$ cat config.mk
export PLATFORM = sky130hd
export DESIGN_NAME = commit_trace_queue_flat
export DESIGN_NICKNAME = d
export VERILOG_FILES = /design/src/rtl/commit_trace_queue_if.sv /design/src/rtl/commit_trace_queue.sv /design/src/flat_wrapper.sv
export SDC_FILE = /design/constraint.sdc
export NUM_CORES = 2
export LEC_CHECK = 0
export BUFFER_PORTS_ARGS = -buffer_cell sky130_fd_sc_hd__buf_2
export CORE_MARGIN = 2
export CORE_UTILIZATION = 30
export DETAILED_ROUTE_END_ITERATION = 7
export PLACE_DENSITY_LB_ADDON = 0.15
export SETUP_SLACK_MARGIN = 0.05
export SLEW_MARGIN = 10
export SYNTH_ARGS = -nofsm -noshare
export SYNTH_HDL_FRONTEND = slang
export SYNTH_SLANG_ARGS = --single-unit
$ cat constraint.sdc
create_clock -name clock -period 26.2 [get_ports clock]
set_input_delay 5.24 -clock clock [delete_from_list [all_inputs] [get_ports clock]]
set_output_delay 5.24 -clock clock [all_outputs]
set_load 0.05 [all_outputs]
$ cat src/rtl/commit_trace_queue_if.sv
// Retire-trace bus: writeback retire strobe in, cosim head entry out.
// Latency: not applicable, this is wiring only.
// Backpressure: none on the retire side; out_ready throttles the consumer side.
interface commit_trace_if #(
    parameter int XLEN = 64
);
    // Retire side, driven by pipeline writeback.
    logic            in_valid;
    logic [7:0]      in_hartid;
    logic [XLEN-1:0] in_pc;
    logic [31:0]     in_inst;
    logic [XLEN-1:0] in_wdata;
    logic            in_int_xcpt;
    logic [XLEN-1:0] in_cause;

    // Consumer side, head entry presented to the cosim checker.
    logic            out_valid;
    logic            out_ready;
    logic [7:0]      out_hartid;
    logic [XLEN-1:0] out_pc;
    logic [31:0]     out_inst;
    logic [XLEN-1:0] out_wdata;
    logic            out_int_xcpt;
    logic [XLEN-1:0] out_cause;
    logic [31:0]     out_seq;

    // Producer/consumer environment around the queue.
    modport master (
        output in_valid, in_hartid, in_pc, in_inst, in_wdata, in_int_xcpt, in_cause,
        output out_ready,
        input  out_valid, out_hartid, out_pc, out_inst, out_wdata, out_int_xcpt,
        input  out_cause, out_seq
    );

    // The queue itself.
    modport slave (
        input  in_valid, in_hartid, in_pc, in_inst, in_wdata, in_int_xcpt, in_cause,
        input  out_ready,
        output out_valid, out_hartid, out_pc, out_inst, out_wdata, out_int_xcpt,
        output out_cause, out_seq
    );
endinterface

$ cat src/rtl/commit_trace_queue.sv
// Commit trace queue: FWFT FIFO of retired instructions tagged with a sequence number.
// Latency: one cycle from retire edge to out_valid (no bypass path).
// Backpressure: retires cannot be stalled; a retire into a full queue without a pop is dropped and counted.
module commit_trace_queue #(
    parameter int DEPTH = 8,
    parameter int XLEN  = 64
) (
    input  logic                     clock,
    input  logic                     reset,
    commit_trace_if.slave            tq,
    output logic [$clog2(DEPTH):0]   level,
    output logic                     overflow,
    output logic [15:0]              drop_count,
    input  logic                     clear_overflow
);

    localparam int PW = $clog2(DEPTH);
    localparam int LW = PW + 1;
    localparam logic [LW-1:0] FULL_LVL = LW'(DEPTH);

    // One queued retire, including the sequence number assigned at retire time.
    typedef struct packed {
        logic [7:0]      hartid;
        logic [XLEN-1:0] pc;
        logic [31:0]     inst;
        logic [XLEN-1:0] wdata;
        logic            int_xcpt;
        logic [XLEN-1:0] cause;
        logic [31:0]     seq;
    } entry_t;

    entry_t          mem_q [DEPTH];
    entry_t          wr_entry;
    entry_t          head_entry;

    logic [PW-1:0]   head_q, head_d;
    logic [PW-1:0]   tail_q, tail_d;
    logic [LW-1:0]   level_q, level_d;
    logic [31:0]     seq_q, seq_d;
    logic            ovf_q, ovf_d;
    logic [15:0]     dcnt_q, dcnt_d;

    logic            empty;
    logic            full;
    logic            pop;
    logic            push;
    logic            drop;

    // Handshake decode: a pop on a full queue frees the slot the same-edge push takes.
    always_comb begin
        empty = (level_q == '0);
        full  = (level_q == FULL_LVL);
        pop   = !empty && tq.out_ready;
        push  = tq.in_valid && (!full || pop);
        drop  = tq.in_valid && full && !pop;
    end

    // Assemble the tail entry from the retire bus and the current sequence number.
    always_comb begin
        wr_entry          = '0;
        wr_entry.hartid   = tq.in_hartid;
        wr_entry.pc       = tq.in_pc;
        wr_entry.inst     = tq.in_inst;
        wr_entry.wdata    = tq.in_wdata;
        wr_entry.int_xcpt = tq.in_int_xcpt;
        wr_entry.cause    = tq.in_cause;
        wr_entry.seq      = seq_q;
    end

    // Next-state for pointers, occupancy, sequence counter and drop bookkeeping.
    always_comb begin
        head_d  = head_q;
        tail_d  = tail_q;
        level_d = level_q;
        seq_d   = seq_q;
        ovf_d   = ovf_q;
        dcnt_d  = dcnt_q;

        // Pointers are exactly PW bits wide, so the increment wraps modulo DEPTH.
        if (pop) begin
            head_d = head_q + PW'(1);
        end
        if (push) begin
            tail_d = tail_q + PW'(1);
        end

        case ({push, pop})
            2'b10:   level_d = level_q + LW'(1);
            2'b01:   level_d = level_q - LW'(1);
            default: level_d = level_q;
        endcase

        // Every retire consumes a number, dropped or not, so drops show as seq gaps.
        if (tq.in_valid) begin
            seq_d = seq_q + 32'd1;
        end

        // A drop on the same edge as a clear restarts the count at one.
        if (drop) begin
            ovf_d = 1'b1;
            if (clear_overflow) begin
                dcnt_d = 16'd1;
            end else if (dcnt_q != 16'hFFFF) begin
                dcnt_d = dcnt_q + 16'd1;
            end
        end else if (clear_overflow) begin
            ovf_d  = 1'b0;
            dcnt_d = 16'd0;
        end
    end

    // Control state; reset discards all queued entries and restarts numbering at zero.
    always_ff @(posedge clock or negedge reset) begin
        if (!reset) begin
            head_q  <= '0;
            tail_q  <= '0;
            level_q <= '0;
            seq_q   <= '0;
            ovf_q   <= 1'b0;
            dcnt_q  <= '0;
        end else begin
            head_q  <= head_d;
            tail_q  <= tail_d;
            level_q <= level_d;
            seq_q   <= seq_d;
            ovf_q   <= ovf_d;
            dcnt_q  <= dcnt_d;
        end
    end

    // Entry storage is not reset; stale contents are hidden by the out_valid mask below.
    always_ff @(posedge clock) begin
        if (push && reset) begin
            mem_q[tail_q] <= wr_entry;
        end
    end

    // Head entry fall-through, forced to zero whenever nothing valid is at the head.
    always_comb begin
        head_entry = empty ? '0 : mem_q[head_q];
    end

    assign tq.out_valid    = !empty;
    assign tq.out_hartid   = head_entry.hartid;
    assign tq.out_pc       = head_entry.pc;
    assign tq.out_inst     = head_entry.inst;
    assign tq.out_wdata    = head_entry.wdata;
    assign tq.out_int_xcpt = head_entry.int_xcpt;
    assign tq.out_cause    = head_entry.cause;
    assign tq.out_seq      = head_entry.seq;

    assign level      = level_q;
    assign overflow   = ovf_q;
    assign drop_count = dcnt_q;

endmodule

$ cat src/flat_wrapper.sv
// flat-port wrapper written by rule: the top's interface ports become plain ports
module commit_trace_queue_flat 
#(
    parameter int DEPTH = 8,
    parameter int XLEN  = 64
)
  (clock, reset, level, overflow, drop_count, clear_overflow, tq_in_valid, tq_in_hartid, tq_in_pc, tq_in_inst, tq_in_wdata, tq_in_int_xcpt, tq_in_cause, tq_out_ready, tq_out_valid, tq_out_hartid, tq_out_pc, tq_out_inst, tq_out_wdata, tq_out_int_xcpt, tq_out_cause, tq_out_seq);
  commit_trace_if #(.XLEN(XLEN)) tq_i ();
  input  logic clock;
  input  logic reset;
  output logic [$clog2(DEPTH):0] level;
  output logic overflow;
  output logic [15:0] drop_count;
  input  logic clear_overflow;
  input wire logic [$bits(tq_i.in_valid)-1:0] tq_in_valid;
  input wire logic [$bits(tq_i.in_hartid)-1:0] tq_in_hartid;
  input wire logic [$bits(tq_i.in_pc)-1:0] tq_in_pc;
  input wire logic [$bits(tq_i.in_inst)-1:0] tq_in_inst;
  input wire logic [$bits(tq_i.in_wdata)-1:0] tq_in_wdata;
  input wire logic [$bits(tq_i.in_int_xcpt)-1:0] tq_in_int_xcpt;
  input wire logic [$bits(tq_i.in_cause)-1:0] tq_in_cause;
  input wire logic [$bits(tq_i.out_ready)-1:0] tq_out_ready;
  output wire logic [$bits(tq_i.out_valid)-1:0] tq_out_valid;
  output wire logic [$bits(tq_i.out_hartid)-1:0] tq_out_hartid;
  output wire logic [$bits(tq_i.out_pc)-1:0] tq_out_pc;
  output wire logic [$bits(tq_i.out_inst)-1:0] tq_out_inst;
  output wire logic [$bits(tq_i.out_wdata)-1:0] tq_out_wdata;
  output wire logic [$bits(tq_i.out_int_xcpt)-1:0] tq_out_int_xcpt;
  output wire logic [$bits(tq_i.out_cause)-1:0] tq_out_cause;
  output wire logic [$bits(tq_i.out_seq)-1:0] tq_out_seq;
  assign tq_i.in_valid = tq_in_valid;
  assign tq_i.in_hartid = tq_in_hartid;
  assign tq_i.in_pc = tq_in_pc;
  assign tq_i.in_inst = tq_in_inst;
  assign tq_i.in_wdata = tq_in_wdata;
  assign tq_i.in_int_xcpt = tq_in_int_xcpt;
  assign tq_i.in_cause = tq_in_cause;
  assign tq_i.out_ready = tq_out_ready;
  assign tq_out_valid = tq_i.out_valid;
  assign tq_out_hartid = tq_i.out_hartid;
  assign tq_out_pc = tq_i.out_pc;
  assign tq_out_inst = tq_i.out_inst;
  assign tq_out_wdata = tq_i.out_wdata;
  assign tq_out_int_xcpt = tq_i.out_int_xcpt;
  assign tq_out_cause = tq_i.out_cause;
  assign tq_out_seq = tq_i.out_seq;
  commit_trace_queue #(.DEPTH(DEPTH), .XLEN(XLEN)) u_core (.clock(clock), .reset(reset), .tq(tq_i), .level(level), .overflow(overflow), .drop_count(drop_count), .clear_overflow(clear_overflow));
endmodule
==> flow_results.xml <==
<?xml version="1.0" encoding="UTF-8"?>
<metrics>
  <group name="synth">
    <metric name="synth_compound_gate_area_share" unit="">0.00255</metric>
    <metric name="area_fraction_in_and_or_nand_and_nor_cells_after_synthesis" unit="">0.0211</metric>
    <metric name="yosysTopAreaCell" unit="">sky130_fd_sc_hd__edfxtp_1</metric>
    <metric name="ys_seq_area_frac" unit="">0.785</metric>
    <metric name="synthDominantCellAreaShare" unit="">0.767</metric>
    <metric name="syn-num-nets" unit="">3894</metric>
    <metric name="synth.top_cells.by_area" unit="">sky130_fd_sc_hd__edfxtp_1 (77%), sky130_fd_sc_hd__mux4_2 (14%), sky130_fd_sc_hd__mux2i_1 (3.2%), sky130_fd_sc_hd__dfrtp_1 (1.8%), sky130_fd_sc_hd__nor2_1 (1.3%)</metric>
    <metric name="postSynth.topFlopCell" unit="">sky130_fd_sc_hd__edfxtp_1</metric>
    <metric name="synth_xor_xnor_area_share" unit="">0.00401</metric>
    <metric name="postSynthCellCount" unit="">3651</metric>
    <metric name="yosys_register_bits" unit="">2179</metric>
    <metric name="yosys-mux-area-fraction" unit="">0.177</metric>
    <metric name="synth_enable_flop_cells" unit="">2120</metric>
    <metric name="mappedNetlistArea" unit="sq um">83000</metric>
    <metric name="postSynth.asyncResetShare" unit="">0.0271</metric>
    <metric name="netlist-cell-type-count" unit="">50</metric>
    <metric name="combinational_family_with_the_most_area_after_synthesis" unit="">multiplexers</metric>
    <metric name="synth_fa_ha_area_frac" unit="">0.000754</metric>
    <metric name="yosys_synthesis_warning_count" unit="">0</metric>
    <metric name="syn_avg_cell_area" unit="sq um">22.7</metric>
  </group>
  <group name="grt">
    <metric name="antenna_found_initial" unit="">80</metric>
    <metric name="gr-total-overflow" unit="">0</metric>
    <metric name="grt_busiest_layer" unit="">met2</metric>
    <metric name="grt_use_total" unit="">0.142</metric>
    <metric name="gr-usage-met1" unit="">0.197</metric>
    <metric name="groute.layer.met3.usage" unit="">0.0306</metric>
    <metric name="first_pass_grt_wire_length" unit="um">294000</metric>
    <metric name="globalRouteMet2Util" unit="">0.227</metric>
    <metric name="grt_pass1_vias" unit="">41200</metric>
    <metric name="pin_count_of_the_biggest_net_entering_global_routing" unit="">108</metric>
  </group>
  <group name="critical_path">
    <metric name="ff_to_ff_start" unit="">u_core.level[1]</metric>
    <metric name="required_time_at_the_worst_slack_endpoint" unit="ps">20960</metric>
    <metric name="critical_path.startpoint_type" unit="">flop</metric>
    <metric name="crit_path_max_fanout" unit="">92</metric>
    <metric name="endpoint_kind" unit="">primary output</metric>
    <metric name="critical_path.reg2reg.endpoint" unit="">u_core.mem_q[2][84]</metric>
    <metric name="worst-r2r-cell-count" unit="">7</metric>
    <metric name="criticalPathCategory" unit="">reg2out</metric>
    <metric name="worst_reg_to_reg_setup_slack" unit="ps">21290</metric>
    <metric name="worst-endpoint-arrival" unit="ps">6100</metric>
  </group>
  <group name="timing">
    <metric name="grt_setup_unrepaired" unit="">no</metric>
    <metric name="setup_violations" unit="">0</metric>
    <metric name="timing.setup.tns" unit="ps">0</metric>
    <metric name="maxClockFrequency" unit="MHz">88.2</metric>
    <metric name="max_slew_violation_total_from_the_final_report" unit="">0</metric>
    <metric name="timing.clock.skew" unit="ps">36.3</metric>
    <metric name="timing.final.hold_violations" unit="">0</metric>
    <metric name="final_period_demand_of_the_worst_path" unit="ps">11340</metric>
    <metric name="post_route_clock_period_utilization" unit="">0.433</metric>
    <metric name="slew-limit-headroom" unit="">0.251</metric>
    <metric name="whs" unit="ps">534</metric>
    <metric name="max_slew.worst_pin.slew" unit="ps">1110</metric>
  </group>
  <group name="cts">
    <metric name="post-cts-setup-buffers" unit="">0</metric>
    <metric name="clock_latency" unit="ps">870</metric>
    <metric name="post_cts_resized" unit="">0</metric>
    <metric name="clkSlewWorstSetupHoldPaths" unit="ps">60</metric>
    <metric name="clock_tree.buffer_depth" unit="">4</metric>
    <metric name="numCtsBuffers" unit="">238</metric>
    <metric name="cts-root-buf" unit="">sky130_fd_sc_hd__clkbuf_16</metric>
    <metric name="tritoncts" unit="">yes</metric>
    <metric name="cts.sinks" unit="">2179</metric>
    <metric name="cts_hold_repair.buffers" unit="">0</metric>
    <metric name="cts-htree-levels" unit="">4</metric>
  </group>
  <group name="drt">
    <metric name="drcViolationCount" unit="">0</metric>
    <metric name="detail_route.first_pass.iterations" unit="">5</metric>
    <metric name="detail_route.wirelength" unit="um">204000</metric>
    <metric name="vias" unit="">38800</metric>
    <metric name="detail-route-antenna-nets" unit="">0</metric>
    <metric name="routed_wirelength_normalized_by_instance_count" unit="um">24.8</metric>
    <metric name="post_drt_via_cell_ratio" unit="">4.70</metric>
    <metric name="first_iter_violations" unit="">2604</metric>
  </group>
  <group name="placement">
    <metric name="finalWeightedCongestion" unit="">0.698</metric>
    <metric name="dpl.hpwl" unit="um">109000</metric>
    <metric name="portbufs" unit="">524</metric>
    <metric name="placement.cell_area" unit="sq um">90300</metric>
    <metric name="placed_cells" unit="">7768</metric>
  </group>
  <group name="floorplanning">
    <metric name="core.rowCount" unit="">193</metric>
    <metric name="initial_utilization" unit="">0.301</metric>
    <metric name="io_pins" unit="">525</metric>
    <metric name="floorplan.die_area" unit="sq um">281000</metric>
    <metric name="core_area" unit="sq um">276000</metric>
    <metric name="floorplan.die.width" unit="um">530</metric>
    <metric name="die-height" unit="um">530</metric>
  </group>
  <group name="min_path">
    <metric name="startpoint_of_the_most_critical_hold_path" unit="">u_core.overflow</metric>
    <metric name="holdPathStages" unit="">2</metric>
    <metric name="worstHoldPathType" unit="">reg2reg</metric>
    <metric name="hold_end" unit="">u_core.overflow</metric>
  </group>
  <group name="pwr">
    <metric name="vdd.ir_drop.worst" unit="mV">0.123</metric>
    <metric name="power_per_cell_area" unit="nW/um^2">121</metric>
    <metric name="report.power.total" unit="W">0.0118</metric>
    <metric name="leakagePower" unit="nW">32.2</metric>
  </group>
  <group name="cells_and_area">
    <metric name="post_route_cells_drive_above_1_share" unit="">0.327</metric>
    <metric name="area_growth_syn_to_layout" unit="%">18.0</metric>
    <metric name="post_layout_nonfiller_instances" unit="">8241</metric>
    <metric name="fin_nets" unit="">4546</metric>
    <metric name="design_area" unit="sq um">98000</metric>
  </group>
  <group name="run">
    <metric name="cap_viol_max_count" unit="">0</metric>
  </group>
  <group name="status">
    <metric name="status" unit="">completed</metric>
  </group>
</metrics>
## power by group
part	internal, W	switching (W)
sequential	0.00411	0.000126
clock	0.00189	0.00137
combinational	0.00134	0.00298
## layout make-up
type,instances,area (sq um)
repair buffers,595,3360
multi-input cells,1277,17100
well taps,3705,4640
diodes,31,77.6
flip-flops and latches,2179,65100
clock buffers,295,6260
inverters,12,45.0
clock inverters,147,1330
fillers,25700,178000
## sequential cells by signal, summed over array words and instances (netlist names)
| register | cells |
|---|---|
| u_core.drop_count | 16 |
| u_core.level | 4 |
| u_core.tail_q | 3 |
| u_core.overflow | 1 |
| u_core.seq_q | 32 |
| u_core.head_q | 3 |
| u_core.mem_q | 2120 |
## cell usage in the layout, fill, tap and decap left out, types with 6 or more instances in the layout
cell	count
sky130_fd_sc_hd__mux2i_1	267
sky130_fd_sc_hd__nor3_1	11
sky130_fd_sc_hd__edfxtp_1	2120
sky130_fd_sc_hd__clkinv_2	41
sky130_fd_sc_hd__mux4_2	530
sky130_fd_sc_hd__nand2_1	30
sky130_fd_sc_hd__mux2_2	6
sky130_fd_sc_hd__clkbuf_16	241
sky130_fd_sc_hd__nand4_1	18
sky130_fd_sc_hd__inv_1	11
sky130_fd_sc_hd__nor2_1	280
sky130_fd_sc_hd__nor4_1	7
sky130_fd_sc_hd__nand3_1	14
sky130_fd_sc_hd__dfrtp_1	56
sky130_fd_sc_hd__clkinvlp_4	6
sky130_fd_sc_hd__xor2_1	8
sky130_fd_sc_hd__nor2b_1	6
sky130_fd_sc_hd__xnor2_1	30
sky130_fd_sc_hd__bufinv_16	20
sky130_fd_sc_hd__nor4_2	7
sky130_fd_sc_hd__clkbuf_1	51
sky130_fd_sc_hd__clkinv_1	67
sky130_fd_sc_hd__a21oi_1	7
sky130_fd_sc_hd__buf_2	523
sky130_fd_sc_hd__buf_12	16
sky130_fd_sc_hd__buf_4	56
sky130_fd_sc_hd__diode_2	31
sky130_fd_sc_hd__a211oi_1	6
## per-stage QoR
step                      setup WS, ps  utilization
after floorplan                  -5730            -
after global placement           15440        0.327
after detailed placement         15460        0.327
after CTS                        14460        0.355
after global routing             14220        0.355
final                            14860        0.355
## cell families after synthesis
group,Yosys count
DFF,2179
muxes,805
and+or+nand+nor,399
buffers and inverters,195
xor gates and xnor gates,38
AOI/OAI and AO/OA,30
adders and majority gates,5
## Yosys cell counts (2+ instances only)
master / n
sky130_fd_sc_hd__nor3_1: 13
sky130_fd_sc_hd__mux2i_1: 267
sky130_fd_sc_hd__nor4_2: 3
sky130_fd_sc_hd__nand4_1: 18
sky130_fd_sc_hd__o21ai_0: 3
sky130_fd_sc_hd__nor2_1: 281
sky130_fd_sc_hd__nor2b_1: 6
sky130_fd_sc_hd__a41oi_1: 2
sky130_fd_sc_hd__a21oi_1: 7
sky130_fd_sc_hd__nand3_1: 14
sky130_fd_sc_hd__dfrtp_1: 59
sky130_fd_sc_hd__buf_1: 64
sky130_fd_sc_hd__or4_1: 3
sky130_fd_sc_hd__a31oi_1: 2
sky130_fd_sc_hd__and4_1: 3
sky130_fd_sc_hd__buf_2: 52
sky130_fd_sc_hd__a211oi_1: 6
sky130_fd_sc_hd__and2_1: 4
sky130_fd_sc_hd__inv_1: 11
sky130_fd_sc_hd__xnor2_1: 30
sky130_fd_sc_hd__and3_1: 3
sky130_fd_sc_hd__mux2_2: 6
sky130_fd_sc_hd__nand2b_1: 2
sky130_fd_sc_hd__ha_1: 5
sky130_fd_sc_hd__clkbuf_1: 66
sky130_fd_sc_hd__nand2_1: 30
sky130_fd_sc_hd__xor2_1: 8
sky130_fd_sc_hd__nor4_1: 12
sky130_fd_sc_hd__mux4_2: 530
sky130_fd_sc_hd__edfxtp_1: 2120
sky130_fd_sc_hd__mux2_1: 2
## worst max-delay path, stage by stage, from the launching register on
cell	delay (ps)
sky130_fd_sc_hd__dfrtp_4	970
sky130_fd_sc_hd__buf_12	660
sky130_fd_sc_hd__buf_4	740
sky130_fd_sc_hd__buf_4	630
sky130_fd_sc_hd__buf_4	790
sky130_fd_sc_hd__mux4_2	590
sky130_fd_sc_hd__mux2i_1	330
sky130_fd_sc_hd__nor2_1	80
sky130_fd_sc_hd__buf_2	240
## worst max-delay path by stage
stage	start	end	cells after the start	slack, ps
finish	u_core.head_q[0]	tq_out_pc[12]	8	14860
global route	u_core.head_q[0]	tq_out_pc[12]	8	14220
CTS	u_core.head_q[0]	tq_out_pc[12]	8	14460
detailed placement	u_core.head_q[0]	tq_out_pc[12]	8	15460
global placement	u_core.head_q[0]	tq_out_pc[12]	8	15440
floorplan	tq_in_valid	u_core.mem_q[1][0]	3	-5730
## layer usage
layer	vias to the layer above	part of all wire
met5	-	0.0013
met3	346	0.060
met4	42	0.022
met2	883	0.47
met1	20900	0.44
li1	16600	-
Note: power is estimated with default switching activity, not from simulation.
